## config.mk

```make
export PLATFORM = sky130hd
export DESIGN_NAME = store_buffer_flat
export DESIGN_NICKNAME = d
export VERILOG_FILES = /design/src/rtl/store_buffer_if.sv /design/src/rtl/store_buffer.sv /design/src/flat_wrapper.sv
export SDC_FILE = /design/constraint.sdc
export NUM_CORES = 1
export LEC_CHECK = 0
export CAP_MARGIN = 25
export CORE_MARGIN = 2
export CORE_UTILIZATION = 55
export DETAILED_ROUTE_END_ITERATION = 8
export PLACE_DENSITY = 0.86
export SYNTH_ARGS = -nofsm -noshare
export SYNTH_HDL_FRONTEND = slang
export SYNTH_SLANG_ARGS = --single-unit
export TNS_END_PERCENT = 5
```

## constraint.sdc

```tcl
create_clock -name clk -period 3.7 [get_ports clk]
set_input_delay 1.11 -clock clk [delete_from_list [all_inputs] [get_ports clk]]
set_output_delay 1.11 -clock clk [all_outputs]
set_load 0.01 [all_outputs]
```

## src/rtl/store_buffer_if.sv

```systemverilog
// rtl/store_buffer_if.sv - store intake and memory drain bus of the store buffer
interface store_buffer_if;
  logic        st_valid;
  logic [5:0]  st_alucode;
  logic [31:0] st_addr;
  logic [31:0] st_data;
  logic        st_ready;
  logic        mem_req;
  logic [31:0] mem_addr;
  logic [31:0] mem_wdata;
  logic [3:0]  mem_we;
  logic        mem_ack;

  modport master (
    output st_valid, st_alucode, st_addr, st_data, mem_ack,
    input  st_ready, mem_req, mem_addr, mem_wdata, mem_we
  );

  modport slave (
    input  st_valid, st_alucode, st_addr, st_data, mem_ack,
    output st_ready, mem_req, mem_addr, mem_wdata, mem_we
  );
endinterface

```

## src/rtl/store_buffer.sv

```systemverilog
// rtl/store_buffer.sv - formats SB/SH/SW stores, queues them and drains them to data memory
module store_buffer #(
  parameter int          DEPTH   = 4,
  parameter int          PTR_W   = 2,
  parameter logic [5:0]  ALU_SB  = 6'h20,
  parameter logic [5:0]  ALU_SH  = 6'h21,
  parameter logic [5:0]  ALU_SW  = 6'h22,
  parameter logic [31:0] HC_ADDR = 32'hffff_ff00
) (
  input  logic             clk,
  input  logic             rstd,
  store_buffer_if.slave    bus,
  input  logic             ld_valid,
  input  logic [31:0]      ld_addr,
  output logic             ld_hazard,
  output logic             hc_clr,
  output logic             misalign,
  output logic [PTR_W:0]   count,
  output logic             empty
);
  logic [29:0]      addr_q [DEPTH];
  logic [31:0]      data_q [DEPTH];
  logic [3:0]       we_q   [DEPTH];
  logic [PTR_W-1:0] wr_ptr, rd_ptr, rel;
  logic [1:0]       off;
  logic [3:0]       we_fmt;
  logic [31:0]      wdata_fmt;
  logic             legal_op, aligned, is_hc, accept, push, pop, match;

  assign off = bus.st_addr[1:0];

  always_comb begin
    legal_op  = 1'b1;
    aligned   = 1'b1;
    we_fmt    = 4'b0000;
    wdata_fmt = bus.st_data;
    case (bus.st_alucode)
      ALU_SB: begin
        we_fmt    = 4'b0001 << off;
        wdata_fmt = {4{bus.st_data[7:0]}};
      end
      ALU_SH: begin
        aligned   = ~off[0];
        we_fmt    = off[1] ? 4'b1100 : 4'b0011;
        wdata_fmt = {2{bus.st_data[15:0]}};
      end
      ALU_SW: begin
        aligned = (off == 2'b00);
        we_fmt  = 4'b1111;
      end
      default: legal_op = 1'b0;
    endcase
  end

  assign is_hc  = (bus.st_addr == HC_ADDR);
  assign accept = bus.st_valid & (count != (PTR_W+1)'(DEPTH)) & legal_op;
  // Misaligned and counter-address stores are consumed here and never reach memory.
  assign push   = accept & aligned & ~is_hc;
  assign pop    = bus.mem_req & bus.mem_ack;

  assign empty        = (count == '0);
  assign bus.st_ready = (count != (PTR_W+1)'(DEPTH));
  assign bus.mem_req  = ~empty;
  assign bus.mem_addr  = empty ? 32'h0 : {addr_q[rd_ptr], 2'b00};
  assign bus.mem_wdata = empty ? 32'h0 : data_q[rd_ptr];
  assign bus.mem_we    = empty ? 4'h0  : we_q[rd_ptr];

  // An entry is live when its distance from the read pointer is below the occupancy.
  always_comb begin
    rel   = '0;
    match = push & (bus.st_addr[31:2] == ld_addr[31:2]);
    for (int i = 0; i < DEPTH; i++) begin
      rel = PTR_W'(i) - rd_ptr;
      if (({1'b0, rel} < count) && (addr_q[i] == ld_addr[31:2]))
        match = 1'b1;
    end
  end

  assign ld_hazard = ld_valid & match;

  always_ff @(posedge clk or negedge rstd) begin
    if (!rstd) begin
      wr_ptr   <= '0;
      rd_ptr   <= '0;
      count    <= '0;
      hc_clr   <= 1'b0;
      misalign <= 1'b0;
    end else begin
      if (push) wr_ptr <= wr_ptr + PTR_W'(1);
      if (pop)  rd_ptr <= rd_ptr + PTR_W'(1);
      case ({push, pop})
        2'b10:   count <= count + (PTR_W+1)'(1);
        2'b01:   count <= count - (PTR_W+1)'(1);
        default: count <= count;
      endcase
      misalign <= accept & ~aligned;
      hc_clr   <= accept & aligned & is_hc;
    end
  end

  always_ff @(posedge clk) begin
    if (push) begin
      addr_q[wr_ptr] <= bus.st_addr[31:2];
      data_q[wr_ptr] <= wdata_fmt;
      we_q[wr_ptr]   <= we_fmt;
    end
  end
endmodule

```

## src/flat_wrapper.sv

```systemverilog
// flat-port wrapper written by rule: the top's interface ports become plain ports
module store_buffer_flat 
#(
  parameter int          DEPTH   = 4,
  parameter int          PTR_W   = 2,
  parameter logic [5:0]  ALU_SB  = 6'h20,
  parameter logic [5:0]  ALU_SH  = 6'h21,
  parameter logic [5:0]  ALU_SW  = 6'h22,
  parameter logic [31:0] HC_ADDR = 32'hffff_ff00
)
  (clk, rstd, ld_valid, ld_addr, ld_hazard, hc_clr, misalign, count, empty, bus_st_valid, bus_st_alucode, bus_st_addr, bus_st_data, bus_mem_ack, bus_st_ready, bus_mem_req, bus_mem_addr, bus_mem_wdata, bus_mem_we);
  store_buffer_if bus_i ();
  input  logic clk;
  input  logic rstd;
  input  logic ld_valid;
  input  logic [31:0] ld_addr;
  output logic ld_hazard;
  output logic hc_clr;
  output logic misalign;
  output logic [PTR_W:0] count;
  output logic empty;
  input wire logic [$bits(bus_i.st_valid)-1:0] bus_st_valid;
  input wire logic [$bits(bus_i.st_alucode)-1:0] bus_st_alucode;
  input wire logic [$bits(bus_i.st_addr)-1:0] bus_st_addr;
  input wire logic [$bits(bus_i.st_data)-1:0] bus_st_data;
  input wire logic [$bits(bus_i.mem_ack)-1:0] bus_mem_ack;
  output wire logic [$bits(bus_i.st_ready)-1:0] bus_st_ready;
  output wire logic [$bits(bus_i.mem_req)-1:0] bus_mem_req;
  output wire logic [$bits(bus_i.mem_addr)-1:0] bus_mem_addr;
  output wire logic [$bits(bus_i.mem_wdata)-1:0] bus_mem_wdata;
  output wire logic [$bits(bus_i.mem_we)-1:0] bus_mem_we;
  assign bus_i.st_valid = bus_st_valid;
  assign bus_i.st_alucode = bus_st_alucode;
  assign bus_i.st_addr = bus_st_addr;
  assign bus_i.st_data = bus_st_data;
  assign bus_i.mem_ack = bus_mem_ack;
  assign bus_st_ready = bus_i.st_ready;
  assign bus_mem_req = bus_i.mem_req;
  assign bus_mem_addr = bus_i.mem_addr;
  assign bus_mem_wdata = bus_i.mem_wdata;
  assign bus_mem_we = bus_i.mem_we;
  store_buffer #(.DEPTH(DEPTH), .PTR_W(PTR_W), .ALU_SB(ALU_SB), .ALU_SH(ALU_SH), .ALU_SW(ALU_SW), .HC_ADDR(HC_ADDR)) u_core (.clk(clk), .rstd(rstd), .bus(bus_i), .ld_valid(ld_valid), .ld_addr(ld_addr), .ld_hazard(ld_hazard), .hc_clr(hc_clr), .misalign(misalign), .count(count), .empty(empty));
endmodule
```

Word-level counts from Yosys, hierarchy flattened
Memory sizes are Yosys's and may differ from the RTL's. Index checks and enable logic that the tools add are counted.

Register bits after elaboration: 9. Memory bits (writable): 264. Input bits: 107. Output and inout bits: 77. Logic and storage cells: 69. Memories kept: 3.

Add/sub/neg operators: 8. Order comparisons: 4. Eq/ne operators: 12. Shift-type cells: 1. Muxes and demuxes: 15. Bitwise gates (word level): 13. Reductions and logical operators: 8.

Memories: u_core.data_q (depth 4, bits a word 32, rd ports 1, clocked after memory_dff 0, write ports 1, RTL line store_buffer.sv:22) `logic [31:0] data_q [DEPTH];`; u_core.addr_q (depth 4, bits a word 30, rd ports 5, clocked after memory_dff 0, write ports 1, RTL line store_buffer.sv:21) `logic [29:0] addr_q [DEPTH];`; u_core.we_q (depth 4, bits a word 4, rd ports 1, clocked after memory_dff 0, write ports 1, RTL line store_buffer.sv:23) `logic [3:0] we_q [DEPTH];`.

Operators by type and width (count): $eq 30x30->1 (5); $mux 32 (2); $pmux 32 s2 (1); $eq 32x32->1 const B (1); $eq 6x6->1 const B (3); $lt 2x3->1 (4); $pmux 4 s3 (1); $and 1x1->1 (9); $mux 4 (2); $mux 1 (7); $pmux 3 s2 (1); $add 2x1->2 const B (2); $logic_and 1x1->1 (4); $not 1->1 (4); $shl 1x2->4 const A (1); $sub 1x2->2 const A (2); $sub 2x2->2 const A (2); $add 3x1->3 const B (1); $logic_not 3->1 (1); $ne 3x3->1 const B (1); $reduce_or 3->1 (1); $sub 3x1->3 const B (1); $eq 2x1->1 const B (1); $eq 2x2->1 const B (1); 3 further kinds (3).

Longest topological paths before layout
Gate-level depths: netlist of run 1.

Word-level depth: 12. Depth in mapped cells: 11. Gate-level depth less buffers: 11.

Worst setup path after synthesis of run 1
OpenSTA, ideal clock, no wires.

Kind: input -> register. Start: in bus_st_alucode[3]. End: mem u_core.addr_q[0][0] (enable). Library setup time: 0.431 ns. Arrival: 3.444 ns. Data required time: 3.269 ns. Setup slack: -0.175 ns. Cell stages on the path: 4. Path buffers: 0. Cells stage by stage: nor4b_4 nand4_1 a21oi_2 and3_1.

Word-level cells in the longest chain between the ends: 8. Elaborated cells between the ends (all ways): 11. Those cells by class: 3 x eq/ne; 4 x mux; 3 x bitwise; 1 x reduce/logical.

RTL lines: start, declared (RTL line flat_wrapper.sv:23) `input wire logic [$bits(bus_i.st_alucode)-1:0] bus_st_alucode;`; $eq 6x6->1 (RTL line store_buffer.sv:37) `case (bus.st_alucode)`; $reduce_or 3->1 (no line); $mux 1 (RTL line store_buffer.sv:37); $and 1x1->1 (RTL line store_buffer.sv:56) `assign accept = bus.st_valid & (count != (PTR_W+1)'(DEPTH)) & legal_op;`; $and 1x1->1 (*) (2 in series) (RTL line store_buffer.sv:58) `assign push = accept & aligned & ~is_hc;`; $mux 1 (*) (RTL line store_buffer.sv:102) `if (push) begin`; $mux 1 (not written as such) (*) (RTL line store_buffer.sv:103) `addr_q[wr_ptr] <= bus.st_addr[31:2];`; end, declared (RTL line store_buffer.sv:21).

Every way passes the cells marked *; elsewhere a longest branch is shown, timed or not.

Worst setup path in the final report of run 1
Start: in bus_st_addr[8]. End: out ld_hazard.

Word-level cells in the longest chain between the ends: 9. Elaborated cells between the ends (all ways): 10. Those cells by class: 2 x eq/ne; 4 x mux; 4 x bitwise.

RTL lines: start, declared (RTL line flat_wrapper.sv:24) `input wire logic [$bits(bus_i.st_addr)-1:0] bus_st_addr;`; $eq 32x32->1 (RTL line store_buffer.sv:55) `assign is_hc = (bus.st_addr == HC_ADDR);`; $not 1->1 (RTL line store_buffer.sv:58); $and 1x1->1 (RTL line store_buffer.sv:58); $and 1x1->1 (*) (RTL line store_buffer.sv:71) `match = push & (bus.st_addr[31:2] == ld_addr[31:2]);`; $mux 1 (*) (4 in series) (RTL line store_buffer.sv:74) `if (({1'b0, rel} < count) && (addr_q[i] == ld_addr[31:2]))`; $and 1x1->1 (*) (RTL line store_buffer.sv:79) `assign ld_hazard = ld_valid & match;`; end, declared (RTL line flat_wrapper.sv:17) `output logic ld_hazard;`.

Marks and branches as above.

==> metrics.txt, run 1 <==
io pins 184; Worst Path Class, Setup in -> out; Leak Pwr 6.11 nW; gp weighted congestion 0.937; Die Span X 157 um; cells on worst reg2reg path 12; r2r endpoint u_core.count[2]$_DFFE_PN0P_; RSZ-0062 raised after global routing yes; reg2reg setup slack 1.20 ns; Clock Skew 0.00922 ns; worst hold path type reg -> reg; fin area 0.0171 mm2; die area 0.0247 mm2; Num CTS Buffers 27; vias in the first global route 8542; Max-Cap Viols 0; clk root buf clkbuf_16; post-synthesis sequential area ratio 63.3%; First-pass DRT Iterations 5; Std-Cell Rows 56; final setup fails 1; Layout Cells excl Fill 1406; Yosys reg bits 273; hold path startpoint u_core.count[1]$_DFFE_PN0P_; WHS Endpoint u_core.count[1]$_DFFE_PN0P_; Residual DRC 0; commonest cells after routing, fill and taps aside edfxtp_1 (264), clkdlybuf4s50_1 (94), buf_4 (92); critical path data arrival time 2.74 ns; violated checks setup timing; Final Cycle Share 104%; run status finished, violations left; Clock Sinks 273; pin count of the biggest net entering global routing 37; I/O Buffers 179; commonest non-fill, non-tap cell in the layout edfxtp_1; WHS Path Cells 2; Fmax 260 MHz; headroom to the max-slew limit 65.5%; Tot GR Track Use 28.6%; GRT overflow 0; hold_buf cts 0; initial antenna violation count 0; P&R area growth vs syn 32.6%; antenna diode count 0; drt total wl 35700 um; detailed-route via count 8321; Mean Syn Cell Area 16.2 um2; routed len/inst 25.4 um; nets 1183; Synth cell types 42; dpl cell area 0.0158 mm2; clock buffer depth 3; Cells after Synth 797; worst path required time 2.59 ns; first-pass GRT wire length 51400 um; FILL cells 1368; peak supply drop 0.613 mV; worst skew pair latency 0.54 ns; Post-DP HPWL 23500 um; CP startpoint kind primary input; Worst-path clk slew 0.06 ns; CP Capture Type primary output; CTS tree yes; Worst Slack Setup Final -0.150 ns; Ys Warns 0; Slew @ Worst Pin 0.516 ns; Final min period 3.85 ns; Final Hold Fails 0; Crit Reg-Reg Startpoint u_core.count[0]$_DFFE_PN0P_; pwr dens 598 mW/mm2; Core ar. 0.0233 mm2; Synth Cell Area 0.0129 mm2; share of cells above drive strength 1 31.5%; Die Y 157 um; Iter 0 DRT Violations 750; H-tree depth 1; post-route ant nets 0; Vias per Instance 5.92; placed cells 1345; initial core utilization 55.4%; crit path max fanout 5; fin. max-slew vios 0
==> cell usage after synthesis, drive strengths merged <==
master   count  area, um2
a2111oi      3       26.3
a21oi       17       88.8
and2         2       15.0
and2b        1       7.51
and3         4       25.0
buf         19        100
clkbuf      41        154
clkinv       1       5.00
conb         1       3.75
dfrtp        9        225
edfxtp     264       7930
fa           1       20.0
ha           9        113
inv         11       41.3
mux2        16        180
mux2i        8       80.1
mux4        66       1490
nand2       11       41.3
nand2b       2       12.5
nand3        5       25.0
nand3b       1       7.51
nand4       32        206
nor2        14       55.1
nor2b       69        432
nor3         4       20.0
nor4        18        113
nor4b        1       23.8
o21ai        4       23.8
o21bai       1       7.51
o31a         1       8.76
o31ai        2       15.0
or3b         1       8.76
or4          1       11.3
xnor2       93        815
xor2        64        561
==> worst max-delay path: stages <==
cell             delay (ns)
clkdlybuf4s15_1        0.26
buf_6                  0.14
nand4_1                0.18
nor2_4                 0.22
nand4_4                0.12
and2_4                 0.18
clkinv_4               0.06
o21ai_2                0.05
o31a_1                 0.27
buf_2                  0.15
==> how the worst max path moves through the flow <==
stage / startpoint / to / slack [ns] / cells after the start
after floorplan: bus_st_alucode[3] / u_core.addr_q[1][0]$_DFFE_PP_ / -0.17 / 4
after CTS: bus_st_addr[7] / ld_hazard / -0.21 / 9
final: bus_st_addr[8] / ld_hazard / -0.15 / 10
after detailed placement: bus_st_addr[13] / ld_hazard / -1.00 / 9
after global placement: ld_addr[5] / ld_hazard / -0.95 / 9
after global routing: bus_st_addr[8] / ld_hazard / -0.17 / 10
==> area by class of cell <==
class | count | area [um2] | area share (%)
tap | 319 | 399 | 2.34
timing repair buffer | 299 | 2790 | 16.3
clock buffer | 33 | 698 | 4.08
multi-input combinational | 453 | 4820 | 28.2
inverter | 12 | 50.0 | 0.293
clock inverter | 17 | 171 | 1.00
sequential | 273 | 8160 | 47.7
==> cells by family (layout without fill, tap and decap cells) <==
family / after synthesis / count (layout) / synth area share [%]
compound gates: 28 / 28 / 1.32
xor+xnor: 157 / 157 / 10.7
fa+ha+maj: 10 / 10 / 1.03
buf+inv: 72 / 361 / 2.33
flops: 273 / 273 / 63.3
mux: 90 / 90 / 13.6
other cells: 1 / 2 / 0.0291
simple gates: 166 / 166 / 7.79
==> timing repair <==
item / in CTS / in global routing
gates cloned: 1 / 1
resized for setup: 157 / 117
setup endpoints to repair: 65 / 66
pin swaps: 33 / 38
buffers inserted: 4 / 5
==> power breakdown <==
| part | total [mW] | internal, mW | leakage, nW | switching (mW) |
|---|---|---|---|---|
| Clock | 2.69 | 1.56 | 0.414 | 1.14 |
| Sequential | 3.53 | 3.47 | 2.49 | 0.0610 |
| Combinational | 4.00 | 2.17 | 3.21 | 1.83 |
==> registers in the layout (all words and copies together) (netlist names) <==
signal / count
u_core.data_q: 128
u_core.addr_q: 120
u_core.we_q: 16
u_core.count: 3
u_core.rd_ptr: 2
u_core.wr_ptr: 2
u_core.hc_clr: 1
u_core.misalign: 1
==> metrics by stage <==
stage	power [mW]	hold WS [ns]	utilization (%)	TNS, ns	setup slack (ns)
after detailed placement	7.37	0.546	67.8	-1.34	-1.00
after CTS	10.2	0.560	72.5	-1.41	-0.207
after floorplan	5.59	0.542	-	-34.58	-0.175
after global placement	7.31	0.531	67.8	-1.05	-0.953
final	10.2	0.574	73.5	-0.150	-0.150
after global routing	10.6	0.614	73.5	-0.177	-0.174
==> routing by layer <==
| layer | global-route usage, % | vias to the layer above | share of wire [%] | wire, um |
|---|---|---|---|---|
| li1 | - | 3549 | - | - |
| met5 | 0 | - | 0 | 0 |
| met4 | 11.0 | 0 | 4.0 | 1430 |
| met3 | 6.28 | 95 | 10 | 3630 |
| met2 | 48.4 | 518 | 50 | 18000 |
| met1 | 36.5 | 4159 | 36 | 12700 |
Power figures use the tool's default switching activity.
==> run 2, diff against run 1 <==
MAX_ROUTING_LAYER = met4   (was unset)
clock period = 3.56 ns   (was 3.7 ns; I/O delays follow)
==> run 2 against run 1 <==
  * The run still ends with setup timing left
  * Design area shrank 1.3%
  * Die area is the same
  * Register-to-register slack lost 0.16 ns
  * Critical endpoint unchanged
  * Largest cell class unchanged
==> metrics.txt, run 2 (same netlist as run 1, synthesis figures left out) <==
run status finished, violations left; violated checks setup timing; RSZ-0062 raised after global routing yes; Vias per Instance 6.05; pwr dens 610 mW/mm2; Crit path max-delay family simple AND/OR/NAND/NOR gates; metal3 WL 3610 um; io pins 184; post-route ant nets 0; H-tree depth 1; r2r endpoint u_core.count[2]$_DFFE_PN0P_; Reg with most FFs u_core.data_q; hold path startpoint u_core.count[1]$_DFFE_PN0P_; Tot GR Track Use 29.5%; Largest register FFs 128; post-layout util 72.5%; vias in the first global route 8564; GRT overflow 0; clk root buf clkbuf_16; Core ar. 0.0233 mm2; Worst Path Class, Setup in -> out; Final Hold Fails 0; Clock Skew 0.00912 ns; CP Capture Type primary output; commonest cells after routing, fill and taps aside edfxtp_1 (264), buf_4 (87), xnor2_1 (77); worst hold path type reg -> reg; pin count of the biggest net entering global routing 38; total stage count of the critical path 7; WHS Path Cells 2; Crit Reg-Reg Startpoint u_core.count[0]$_DFFE_PN0P_; routed len/inst 26.0 um; Std-Cell Rows 56; fin. max-slew vios 0; Routed met2 length 18000 um; Fmax 250 MHz; clock buffer depth 3; share of cells above drive strength 1 31.8%; master of the slowest instance on the critical path nor4_2; cells along the critical path clkbuf_2, xor2_1, nor4_1, nand4_1, nor4_2, o31a_1, buf_2; max incr delay on CP 0.38 ns; Iter 0 DRT Violations 787; peak supply drop 0.471 mV; Residual DRC 0; first-pass GRT wire length 51600 um; gp weighted congestion 0.982; initial core utilization 55.4%; detailed-route via count 8439; worst path required time 2.49 ns; crit path max fanout 5; Leak Pwr 6.16 nW; Worst-path clk slew 0.06 ns; Worst Slack Setup Final -0.432 ns; First-pass DRT Iterations 5; Final min period 3.99 ns; die area 0.0247 mm2; CP Buf/Inv Count 2; Num CTS Buffers 27; dpl cell area 0.0157 mm2; final setup fails 1; reg2reg setup slack 1.04 ns; cells on worst reg2reg path 12; Clock Sinks 273; antenna diode count 0; worst skew pair latency 0.53 ns; I/O Buffers 179; CP startpoint kind primary input; P&R area growth vs syn 30.9%; Post-DP HPWL 23500 um; top layer in use met4; Die Y 157 um; met1 WL 13000 um; fin area 0.0169 mm2; Die Span X 157 um; Max-Cap Viols 0; Hold WS 0.576 ns; Largest regs u_core.data_q: 128 flops, u_core.addr_q: 120 flops, u_core.we_q: 16 flops; Final Cycle Share 112%; drt total wl 36300 um; critical path data arrival time 2.92 ns; commonest non-fill, non-tap cell in the layout edfxtp_1; initial antenna violation count 0; nets 1174; WHS Endpoint u_core.count[1]$_DFFE_PN0P_; CTS tree yes
-- run 2: per-stage QoR --
stage / setup slack, ns / setup TNS [ns] / cells / power (mW)
after floorplan: -0.273 / -53.99 / 798 / 5.81
after global placement: -1.08 / -1.33 / 1336 / 7.60
after detailed placement: -1.14 / -1.50 / 1336 / 7.67
after CTS: -0.231 / -0.503 / 1391 / 10.3
after global routing: -0.442 / -0.442 / 1396 / 10.7
final: -0.432 / -0.432 / 1396 / 10.3
-- run 2: cell type report --
cell class,count,area (um2)
Clock inverter,20,185
Multi-Input combinational cell,453,4770
Tap cell,319,399
Sequential cell,273,8160
Inverter,12,50.0
Timing Repair Buffer,290,2620
Clock buffer,29,683
Fill cell,1370,6390
-- run 2: routing by layer --
layer | vias up | track usage, %
met5 | - | -
met4 | 0 | 11.6
met3 | 122 | 5.64
met2 | 566 | 49.1
met1 | 4229 | 36.0
li1 | 3522 | -
-- run 2: power by group --
group | internal (mW) | switching [mW]
combinational | 1.96 | 1.87
sequential | 3.60 | 0.0687
clock | 1.61 | 1.18
total | 7.17 | 3.12
-- run 2: worst register-to-register path: stages (launching register included) --
cell	delay, ns
dfrtp_1	0.44
or3b_1	0.47
nand4_1	0.16
a21oi_2	0.07
and2_4	0.19
clkinv_4	0.05
buf_4	0.10
ha_1	0.15
inv_1	0.05
fa_1	0.37
xor2_1	0.15
nor2_1	0.11
xnor2_1	0.13
-- run 2: worst max-delay path by stage --
stage	from	to	slack, ns
2_1_floorplan	bus_st_alucode[3]	u_core.addr_q[1][0]$_DFFE_PP_	-0.27
3_3_place_gp	ld_addr[5]	ld_hazard	-1.08
3_5_place_dp	ld_addr[5]	ld_hazard	-1.14
4_1_cts	bus_st_addr[5]	ld_hazard	-0.23
5_1_grt	ld_addr[7]	ld_hazard	-0.44
6_report	ld_addr[7]	ld_hazard	-0.43
-- run 2: what timing repair did --
item                       CTS  global route
setup buffers                5             5
cloned                       1             0
gates resized for setup    191           137
pin swaps                   34            42
hold buffers                 0             0
setup endpoints to repair   67            20
